==> config.mk <==
export PLATFORM = sky130hd
export DESIGN_NAME = mul_issue_ctrl
export DESIGN_NICKNAME = d
export VERILOG_FILES = /design/src/rtl/mul_pkg.sv /design/src/rtl/mul_result_cache.sv /design/src/rtl/mul_issue_ctrl.sv
export SDC_FILE = /design/constraint.sdc
export NUM_CORES = 1
export LEC_CHECK = 0
export BUFFER_PORTS_ARGS = -buffer_cell sky130_fd_sc_hd__buf_4
export CORE_MARGIN = 5
export CORE_UTILIZATION = 49
export DETAILED_ROUTE_END_ITERATION = 8
export GPL_TIMING_DRIVEN = 0
export MAX_ROUTING_LAYER = met4
export PLACE_DENSITY = 0.81
export SYNTH_ARGS = -nofsm -noshare
export SYNTH_HDL_FRONTEND = slang
export SYNTH_SLANG_ARGS = --single-unit
==> constraint.sdc <==
create_clock -name clk -period 2.4 [get_ports clk]
set_input_delay 0.12 -clock clk [delete_from_list [all_inputs] [get_ports clk]]
set_output_delay 0.12 -clock clk [all_outputs]
set_load 0.01 [all_outputs]
==> src/rtl/mul_pkg.sv <==
// Shared types and constants for the RV32M multiply issue control.
package mul_pkg;

  typedef enum logic [1:0] {
    IDLE  = 2'd0,
    ISSUE = 2'd1,
    BUSY  = 2'd2,
    DONE  = 2'd3
  } mul_state_t;

  localparam logic [2:0] F3_MUL    = 3'b000;
  localparam logic [2:0] F3_MULH   = 3'b001;
  localparam logic [2:0] F3_MULHSU = 3'b010;
  localparam logic [2:0] F3_MULHU  = 3'b011;

  typedef struct packed {
    logic        valid;
    logic [31:0] a;
    logic [31:0] b;
    logic [2:0]  funct3;
    logic [31:0] result;
  } mul_cache_entry_t;

  function automatic logic tag_match(input mul_cache_entry_t e,
                                     input logic [31:0]      a,
                                     input logic [31:0]      b,
                                     input logic [2:0]       funct3);
    return e.valid && (e.a == a) && (e.b == b) && (e.funct3 == funct3);
  endfunction

endpackage

==> src/rtl/mul_result_cache.sv <==
// One-entry last-multiply cache: tag compare against the live EX operands.
// Latency: hit is combinational from the compare inputs; loads land next cycle.
// Backpressure: none, load and invalidate are accepted every cycle.
module mul_result_cache
  import mul_pkg::*;
#(
  parameter bit EN = 1'b1
) (
  input  logic        clk,
  input  logic        rst,
  input  logic [31:0] cmp_a_i,
  input  logic [31:0] cmp_b_i,
  input  logic [2:0]  cmp_funct3_i,
  output logic        hit_o,
  output logic [31:0] hit_result_o,
  input  logic        load_i,
  input  logic [31:0] load_a_i,
  input  logic [31:0] load_b_i,
  input  logic [2:0]  load_funct3_i,
  input  logic [31:0] load_result_i,
  input  logic        inval_i
);

  mul_cache_entry_t entry_q;
  mul_cache_entry_t entry_d;

  assign hit_o        = EN && tag_match(entry_q, cmp_a_i, cmp_b_i, cmp_funct3_i);
  assign hit_result_o = entry_q.result;

  // Invalidate wins so an aborted operation can never leave a stale tag behind.
  always_comb begin
    entry_d = entry_q;
    if (inval_i) begin
      entry_d.valid = 1'b0;
    end else if (load_i && EN) begin
      entry_d.valid  = 1'b1;
      entry_d.a      = load_a_i;
      entry_d.b      = load_b_i;
      entry_d.funct3 = load_funct3_i;
      entry_d.result = load_result_i;
    end
  end

  always_ff @(posedge clk or negedge rst) begin
    if (!rst) begin
      entry_q <= '0;
    end else begin
      entry_q <= entry_d;
    end
  end

endmodule

==> src/rtl/mul_issue_ctrl.sv <==
// EX-stage multiply issue control: captures operands, pulses the multiplier, holds the result for WB.
// Latency: miss = start pulse 1 cycle after accept, result 2+L cycles after accept; cache hit = 1 cycle.
// Backpressure: stalls EX from accept until the wb_ready cycle; flush aborts immediately.
module mul_issue_ctrl
  import mul_pkg::*;
#(
  parameter int unsigned TIMEOUT  = 16,
  parameter bit          CACHE_EN = 1'b1
) (
  input  logic        clk,
  input  logic        rst,
  input  logic        ex_valid,
  input  logic        ex_is_mul,
  input  logic [2:0]  ex_funct3,
  input  logic [31:0] ex_a,
  input  logic [31:0] ex_b,
  input  logic [4:0]  ex_rd,
  input  logic        flush_ex,
  output logic        stall_ex,
  output logic        mul_valid,
  output logic [31:0] mul_a,
  output logic [31:0] mul_b,
  output logic [2:0]  mul_funct3,
  output logic        mul_flush,
  input  logic [31:0] mul_y,
  input  logic        mul_done,
  output logic        wb_valid,
  output logic [4:0]  wb_rd,
  output logic [31:0] wb_data,
  input  logic        wb_ready,
  output logic        timeout_err
);

  localparam int unsigned    CW       = $clog2(TIMEOUT + 2);
  localparam logic [CW-1:0]  CNT_LAST = CW'((TIMEOUT == 0) ? 0 : TIMEOUT - 1);

  mul_state_t    state_q, state_d;
  logic [31:0]   a_q, a_d;
  logic [31:0]   b_q, b_d;
  logic [2:0]    f3_q, f3_d;
  logic [4:0]    rd_q, rd_d;
  logic [31:0]   result_q, result_d;
  logic [CW-1:0] cnt_q, cnt_d;
  logic          terr_q, terr_d;

  logic          accept;
  logic          cache_hit;
  logic [31:0]   cache_result;
  logic          cache_load;
  logic          cache_inval;

  assign accept = (state_q == IDLE) && ex_valid && ex_is_mul && !flush_ex;

  mul_result_cache #(
    .EN (CACHE_EN)
  ) u_cache (
    .clk           (clk),
    .rst           (rst),
    .cmp_a_i       (ex_a),
    .cmp_b_i       (ex_b),
    .cmp_funct3_i  (ex_funct3),
    .hit_o         (cache_hit),
    .hit_result_o  (cache_result),
    .load_i        (cache_load),
    .load_a_i      (a_q),
    .load_b_i      (b_q),
    .load_funct3_i (f3_q),
    .load_result_i (mul_y),
    .inval_i       (cache_inval)
  );

  always_comb begin
    state_d     = state_q;
    a_d         = a_q;
    b_d         = b_q;
    f3_d        = f3_q;
    rd_d        = rd_q;
    result_d    = result_q;
    cnt_d       = cnt_q;
    terr_d      = terr_q;
    cache_load  = 1'b0;
    cache_inval = 1'b0;
    mul_valid   = 1'b0;
    mul_flush   = 1'b0;
    wb_valid    = 1'b0;
    stall_ex    = 1'b0;

    unique case (state_q)
      IDLE: begin
        if (accept) begin
          a_d      = ex_a;
          b_d      = ex_b;
          f3_d     = ex_funct3;
          rd_d     = ex_rd;
          stall_ex = 1'b1;
          if (cache_hit) begin
            result_d = cache_result;
            state_d  = DONE;
          end else begin
            state_d  = ISSUE;
          end
        end
      end

      // A flush here suppresses the start pulse so nothing is left in flight.
      ISSUE: begin
        if (flush_ex) begin
          state_d = IDLE;
        end else begin
          mul_valid = 1'b1;
          stall_ex  = 1'b1;
          cnt_d     = '0;
          state_d   = BUSY;
        end
      end

      BUSY: begin
        mul_flush = flush_ex;
        if (flush_ex) begin
          state_d = IDLE;
        end else begin
          stall_ex = 1'b1;
          cnt_d    = cnt_q + CW'(1);
          if (mul_done) begin
            result_d   = mul_y;
            cache_load = 1'b1;
            state_d    = DONE;
          end else if ((TIMEOUT != 0) && (cnt_q == CNT_LAST)) begin
            terr_d      = 1'b1;
            result_d    = '0;
            cache_inval = 1'b1;
            state_d     = DONE;
          end
        end
      end

      DONE: begin
        if (flush_ex) begin
          state_d = IDLE;
        end else begin
          wb_valid = 1'b1;
          stall_ex = !wb_ready;
          if (wb_ready) begin
            state_d = IDLE;
          end
        end
      end

      default: state_d = IDLE;
    endcase
  end

  always_ff @(posedge clk or negedge rst) begin
    if (!rst) begin
      state_q  <= IDLE;
      a_q      <= '0;
      b_q      <= '0;
      f3_q     <= '0;
      rd_q     <= '0;
      result_q <= '0;
      cnt_q    <= '0;
      terr_q   <= 1'b0;
    end else begin
      state_q  <= state_d;
      a_q      <= a_d;
      b_q      <= b_d;
      f3_q     <= f3_d;
      rd_q     <= rd_d;
      result_q <= result_d;
      cnt_q    <= cnt_d;
      terr_q   <= terr_d;
    end
  end

  assign mul_a       = a_q;
  assign mul_b       = b_q;
  assign mul_funct3  = f3_q;
  assign wb_rd       = rd_q;
  assign wb_data     = result_q;
  assign timeout_err = terr_q;

endmodule
==> reports/summary.txt, run 1 <==
outcome -> finished with violations
failing checks -> negative setup slack
CTS buffer count -> 24
Setup Skew -> 13.6 ps
fmax -> 406 MHz
fraction of registers with async set/reset -> 100%
CP max FO -> 10
Non-Filler Instances -> 1424
H-tree depth -> 1
CP max-delay cell -> a2111oi_0
synthesized instance count -> 777
Gate power share -> 44.5%
top cell type's share of synthesized area -> 53.5%
Critical Path RT -> 2790 ps
Worst EP arrival -> 2850 ps
first-pass GRT wire length -> 48.4 mm
Seq pwr share -> 35.7%
Residual DRC -> 0
DP Area -> 0.0119 mm^2
share of cells above drive strength 1 -> 46.7%
die area -> 0.0232 mm^2
I/O Buffers -> 219
hold crit path type -> in2async
synth top area cells -> dfrtp_1 (53%), mux2_2 (19%), a2111oi_0 (5.7%), xor2_1 (4.0%), o31a_1 (2.8%)
DP Wirelength -> 19.6 mm
worst setup path category -> reg2reg
ys flop type -> dfrtp_1
via count -> 8247
Yosys cell types -> 40
post-synthesis mux area share -> 19.2%
Total GRT Usage -> 26.2%
CTS tree -> yes
drt pass-1 iters -> 5
Final GP Congestion -> 0.897
sw frac -> 36.4%
CP top delay family -> compound AO/OA/AOI/OAI gates
Root Driver -> clkbuf_16
adder-cell share of the synthesized area -> 0.883%
Vias per Instance -> 5.79
synthesized flop and latch total -> 212
startpoint types -> flip-flop
Horiz. Die Dim -> 152 um
leak pwr -> 6.41 nW
Die Y -> 152 um
count leader, synth -> dfrtp_1
synth cell count leaders -> dfrtp_1 (212), mux2_2 (167), a2111oi_0 (65), clkbuf_1 (53), xor2_1 (45)
maxcap violations -> 0
Hold Slack -> 209 ps
Post-Synth Simple-Gate Area -> 6.57%
Final Hold Vio Count -> 0
vias in the first global route -> 8726
Nets -> 1259
Clock Power Share -> 19.8%
core area -> 0.0201 mm^2
sequential share of the synthesized area -> 53.5%
CP peak stage delay -> 450 ps
final instance area -> 0.0145 mm^2
syn avg cell area -> 12.8 um^2
placed insts -> 1267
max-slew violations -> 0
Yosys warning count -> 0
RSZ-0062 raised after global routing -> yes
Mapped Nets -> 895
area share of xor/xnor cells in the synthesized design -> 3.97%
Sum Neg Setup Slack -> -170 ps
initial antenna violation count -> 0
Tcrit/Tclk final -> 103%
# rows -> 52
Post-Synthesis Cell Area -> 0.00992 mm^2
ANT cells -> 0
WL final -> 31.8 mm
Power Density -> 1280 mW/mm^2
worst-path cell chain -> inv_2, ha_4, buf_4, nor2_1, or3_4, clkbuf_2, a2111oi_0, a31oi_1, o31a_1
Starting Density -> 49.3%
Reg clk slew, reported paths -> 60 ps
Final min period -> 2460 ps
Peak VDD IR -> 0.877 mV
io pins -> 220
Switch Pwr -> 6.74 mW
maximum clock path buffer count -> 3
Layout area overhead -> 45.7%
largest net degree at the start of global routing -> 126
clk_lat worst skew -> 520 ps
top cell type by total area after synthesis -> dfrtp_1
Post-DRT Antenna Nets -> 0
Worst setup EP type -> flip-flop
Routed WL per cell -> 22.3 um
Setup WS post-layout -> -60.7 ps
initial DRC count -> 403
Compound-Gate Fraction of Synth Area -> 12.8%
CTS Sinks -> 212
relative slew slack -> 31.6%
CP Buf/Inv Count -> 3
slew at the pin with the worst max-slew slack -> 1030 ps
number of synthesized flops with an enable pin -> 0
main combinational cell family by area after synthesis -> multiplexers
Final Setup Violations -> 4
Cell Int Power -> 11.8 mW
GRT overflow -> 0
cells in the final DEF (no fill, tap or decap), types with 4 or more instances in the layout:
cell type	Yosys	routed
nand2_1	13	12
o31a_1	32	32
o21ai_0	9	9
inv_1	19	17
nand2b_1	14	14
a2111oi_1	0	12
nor2_1	5	4
buf_6	3	5
dfrtp_1	212	212
nor2b_1	44	43
clkbuf_16	0	25
xor2_1	45	45
a2111oi_2	0	33
a2111oi_4	0	8
dlygate4sd3_1	0	106
a2111oi_0	65	12
mux2_2	167	167
clkbuf_4	0	7
nor4_2	1	4
buf_4	0	234
a31oi_1	32	32
clkbuf_8	0	7
clkbuf_1	53	18
nor3_1	4	4
nor4_1	11	7
o22ai_1	4	4
clkbuf_2	0	22
metrics by stage:
step	total power, mW	util (%)	setup slack, ps
CTS	17.6	69.8	-9.77
global route	19.5	71.9	-121
finish	18.5	71.9	-60.7
global placement	13.0	59.2	-479
floorplan	10.4	-	49.7
detailed placement	13.3	59.4	-508
cell type report:
type                            count  area [um^2]
Fill cell                        1281         5650
Sequential cell                   212         5310
Multi-Input combinational cell    488         4760
Timing Repair Buffer              340         2850
Clock buffer                       33          684
Buffer                             56          350
Tap cell                          270          338
Clock inverter                      6         97.6
Inverter                           19         71.3
routing by layer:
| layer | part of all wire [%] | wire length, um | GRT usage, % | vias up |
|---|---|---|---|---|
| met5 | 0 | 0 | - | - |
| met3 | 7.7 | 2460 | 6.13 | 58 |
| met4 | 2.1 | 654 | 6.59 | 0 |
| li1 | - | - | - | 3658 |
| met2 | 51 | 16200 | 44.5 | 378 |
| met1 | 39 | 12400 | 31.8 | 4153 |
path summary, 6_finish.rpt:
kind | start | slack (ps) | cells after the start | endpoint
max | state_q[1] | -60 | 9 | wb_data[6]
min | rst | 210 | 2 | wb_data[16]
max reg2reg | state_q[1] | -60 | 9 | wb_data[6]
min reg2reg | u_cache.hit_result_o[20] | 490 | 1 | u_cache.hit_result_o[20]
max in group asynchronous | rst | 1100 | 3 | u_cache.entry_q[83]
min in group clk | wb_ready | 210 | 5 | state_q[1]
sequential cells by signal (all words and copies together), names as in the netlist:
name                  cells
mul_funct3                3
wb_rd                     5
state_q                   2
u_cache.hit_result_o     32
u_cache.entry_q          68
wb_data                  32
cnt_q                     5
mul_a                    32
mul_b                    32
timeout_err               1
what timing repair did:
item,in CTS,in global routing
endpoints found under the setup margin,201,132
hold endpoints to repair,192,0
pin swaps,6,5
setup buffers,7,7
hold buffers,106,0
resized for setup,84,117
cell families (layout without fill, tap and decap cells):
group / after synthesis / in the layout
adder cells (fa/ha/maj): 7 / 7
buffers and inverters: 77 / 454
AO/OA/AOI/OAI: 159 / 159
XOR/XNOR: 45 / 45
multiplexers: 169 / 169
flip-flops: 212 / 212
AND/OR/NAND/NOR: 108 / 108
power groups by stage:
stage | logic [mW] | clock network [mW] | registers, mW
floorplan | 3.69 | 0 | 6.70
global placement | 6.61 | 0 | 6.44
detailed placement | 6.80 | 0 | 6.55
CTS | 7.35 | 3.72 | 6.52
global route | 8.82 | 3.88 | 6.82
finish | 8.24 | 3.66 | 6.61
(Power assumes the default switching activity.)
==> inputs of run 2 (changes only) <==
- CORE_UTILIZATION: 49 -> 50
- PLACE_DENSITY: 0.81 -> 0.79
- SKIP_CTS_REPAIR_TIMING: unset -> 1
- clock period: 2.4 -> 2.8 ns (I/O delays scaled with it)
==> reports/summary.txt, run 2 (synthesis results as in run 1) <==
outcome -> completed
Nets -> 1248
slew at the pin with the worst max-slew slack -> 927 ps
initial antenna violation count -> 1
DP Wirelength -> 19.5 mm
FF-to-FF path depth -> 8
R2R Path End -> wb_data[16]
via count -> 8068
Setup WS post-layout -> 165 ps
most common cell after layout, fill and taps aside -> buf_4
die area -> 0.0228 mm^2
Worst setup EP type -> output pin
Peak VDD IR -> 0.686 mV
Root Driver -> clkbuf_16
startpoint types -> flip-flop
DP Area -> 0.0119 mm^2
Horiz. Die Dim -> 151 um
clk_lat worst skew -> 530 ps
vias in the first global route -> 7858
Worst EP arrival -> 2490 ps
R2R Setup Slk -> 170 ps
max-slew violations -> 0
pre-CTS setup slack -> -114 ps
leak pwr -> 6.23 nW
Final min period -> 2630 ps
Critical Path RT -> 2660 ps
Post-DRT Antenna Nets -> 0
H-tree depth -> 1
Total GRT Usage -> 24.6%
relative slew slack -> 38.2%
Power Density -> 1070 mW/mm^2
drt pass-1 iters -> 5
Final Hold Vio Count -> 0
CP max FO -> 10
# rows -> 51
I/O Buffers -> 219
hold crit path type -> in2reg
Vias per Instance -> 5.71
io pins -> 220
Starting Density -> 50.8%
final instance area -> 0.0138 mm^2
Final Setup Violations -> 0
timing endpoint of the critical path -> stall_ex
Critical path origin -> state_q[1]
Sum Neg Setup Slack -> 0 ps
Setup Skew -> 29.5 ps
largest net degree at the start of global routing -> 110
CTS Sinks -> 212
initial DRC count -> 544
maximum clock path buffer count -> 3
core area -> 0.0195 mm^2
Final GP Congestion -> 0.901
fmax -> 380 MHz
Routed WL per cell -> 21.0 um
Reg clk slew, reported paths -> 60 ps
commonest non-fill, non-tap cells in the layout -> buf_4 (220), dfrtp_1 (212), mux2_2 (167)
WL final -> 29.6 mm
CTS buffer count -> 24
reg2reg start -> u_cache.entry_q[68]
CTS tree -> yes
Die Y -> 151 um
maxcap violations -> 0
GRT overflow -> 0
max FFs per register -> 68
Layout area overhead -> 39.4%
Residual DRC -> 0
share of cells above drive strength 1 -> 39.7%
Tcrit/Tclk final -> 94.1%
worst setup path category -> reg2out
largest register by flop count -> u_cache.entry_q
first-pass GRT wire length -> 42.9 mm
## run 2: changes by cell type in the layout (fill, tap and decap cells not counted), sizes merged
cell      previous run  this run
clkbuf              79        89
buf                244       229
diode                0         1
inv                 20        19
clkinv               3         2
bufinv               2         0
clkinvlp             0         1
## run 2: how the worst min path moves through the flow
| stage | cells past startpoint | slack [ps] | startpoint | end |
|---|---|---|---|---|
| 2_1_floorplan | 0 | -160 | rst | cnt_q[0] |
| 3_3_place_gp | 2 | 360 | mul_done | timeout_err |
| 3_5_place_dp | 1 | 260 | rst | wb_data[17] |
| 4_1_cts | 1 | -280 | rst | u_cache.entry_q[42] |
| 5_1_grt | 5 | 330 | wb_ready | state_q[1] |
| 6_report | 5 | 230 | wb_ready | state_q[1] |
## run 2: final cells by class
type / count / area (um^2)
Buffer: 57 / 270
Multi-Input combinational cell: 488 / 4320
Clock buffer: 39 / 737
Fill cell: 1335 / 5700
Tap cell: 265 / 332
Sequential cell: 212 / 5310
Inverter: 19 / 71.3
Antenna cell: 1 / 2.50
Timing Repair Buffer: 328 / 2760
Clock inverter: 3 / 28.8
## run 2: per-stage QoR
step	std cells	hold WS, ps	util [%]	total power, mW
2_1_floorplan	777	-156	-	8.91
3_3_place_gp	1261	358	60.9	11.2
3_5_place_dp	1262	261	61.1	11.5
4_1_cts	1304	-282	65.0	14.5
5_1_grt	1412	333	70.8	15.7
6_report	1412	234	70.8	14.8
## run 2: worst max-delay path: stages, from the launching register on
cell	delay, ps
dfrtp_1	400
inv_1	170
ha_4	220
nand4b_1	170
buf_2	240
clkbuf_4	230
buf_2	220
mux2i_1	180
buf_4	160
## run 2: metal layers
layer	track usage, %	share of wire (%)	routed length [um]
met1	31.1	40	11800
met2	39.9	50	14800
met3	7.33	8.5	2520
met4	4.58	1.6	486
met5	-	0	0
## run 2: report_power, final
group,switching (mW),internal (mW),leakage (nW)
sequential,1.04,4.60,2.59
combinational,2.90,3.21,3.26
clock,1.24,1.79,0.372
total,5.18,9.60,6.23
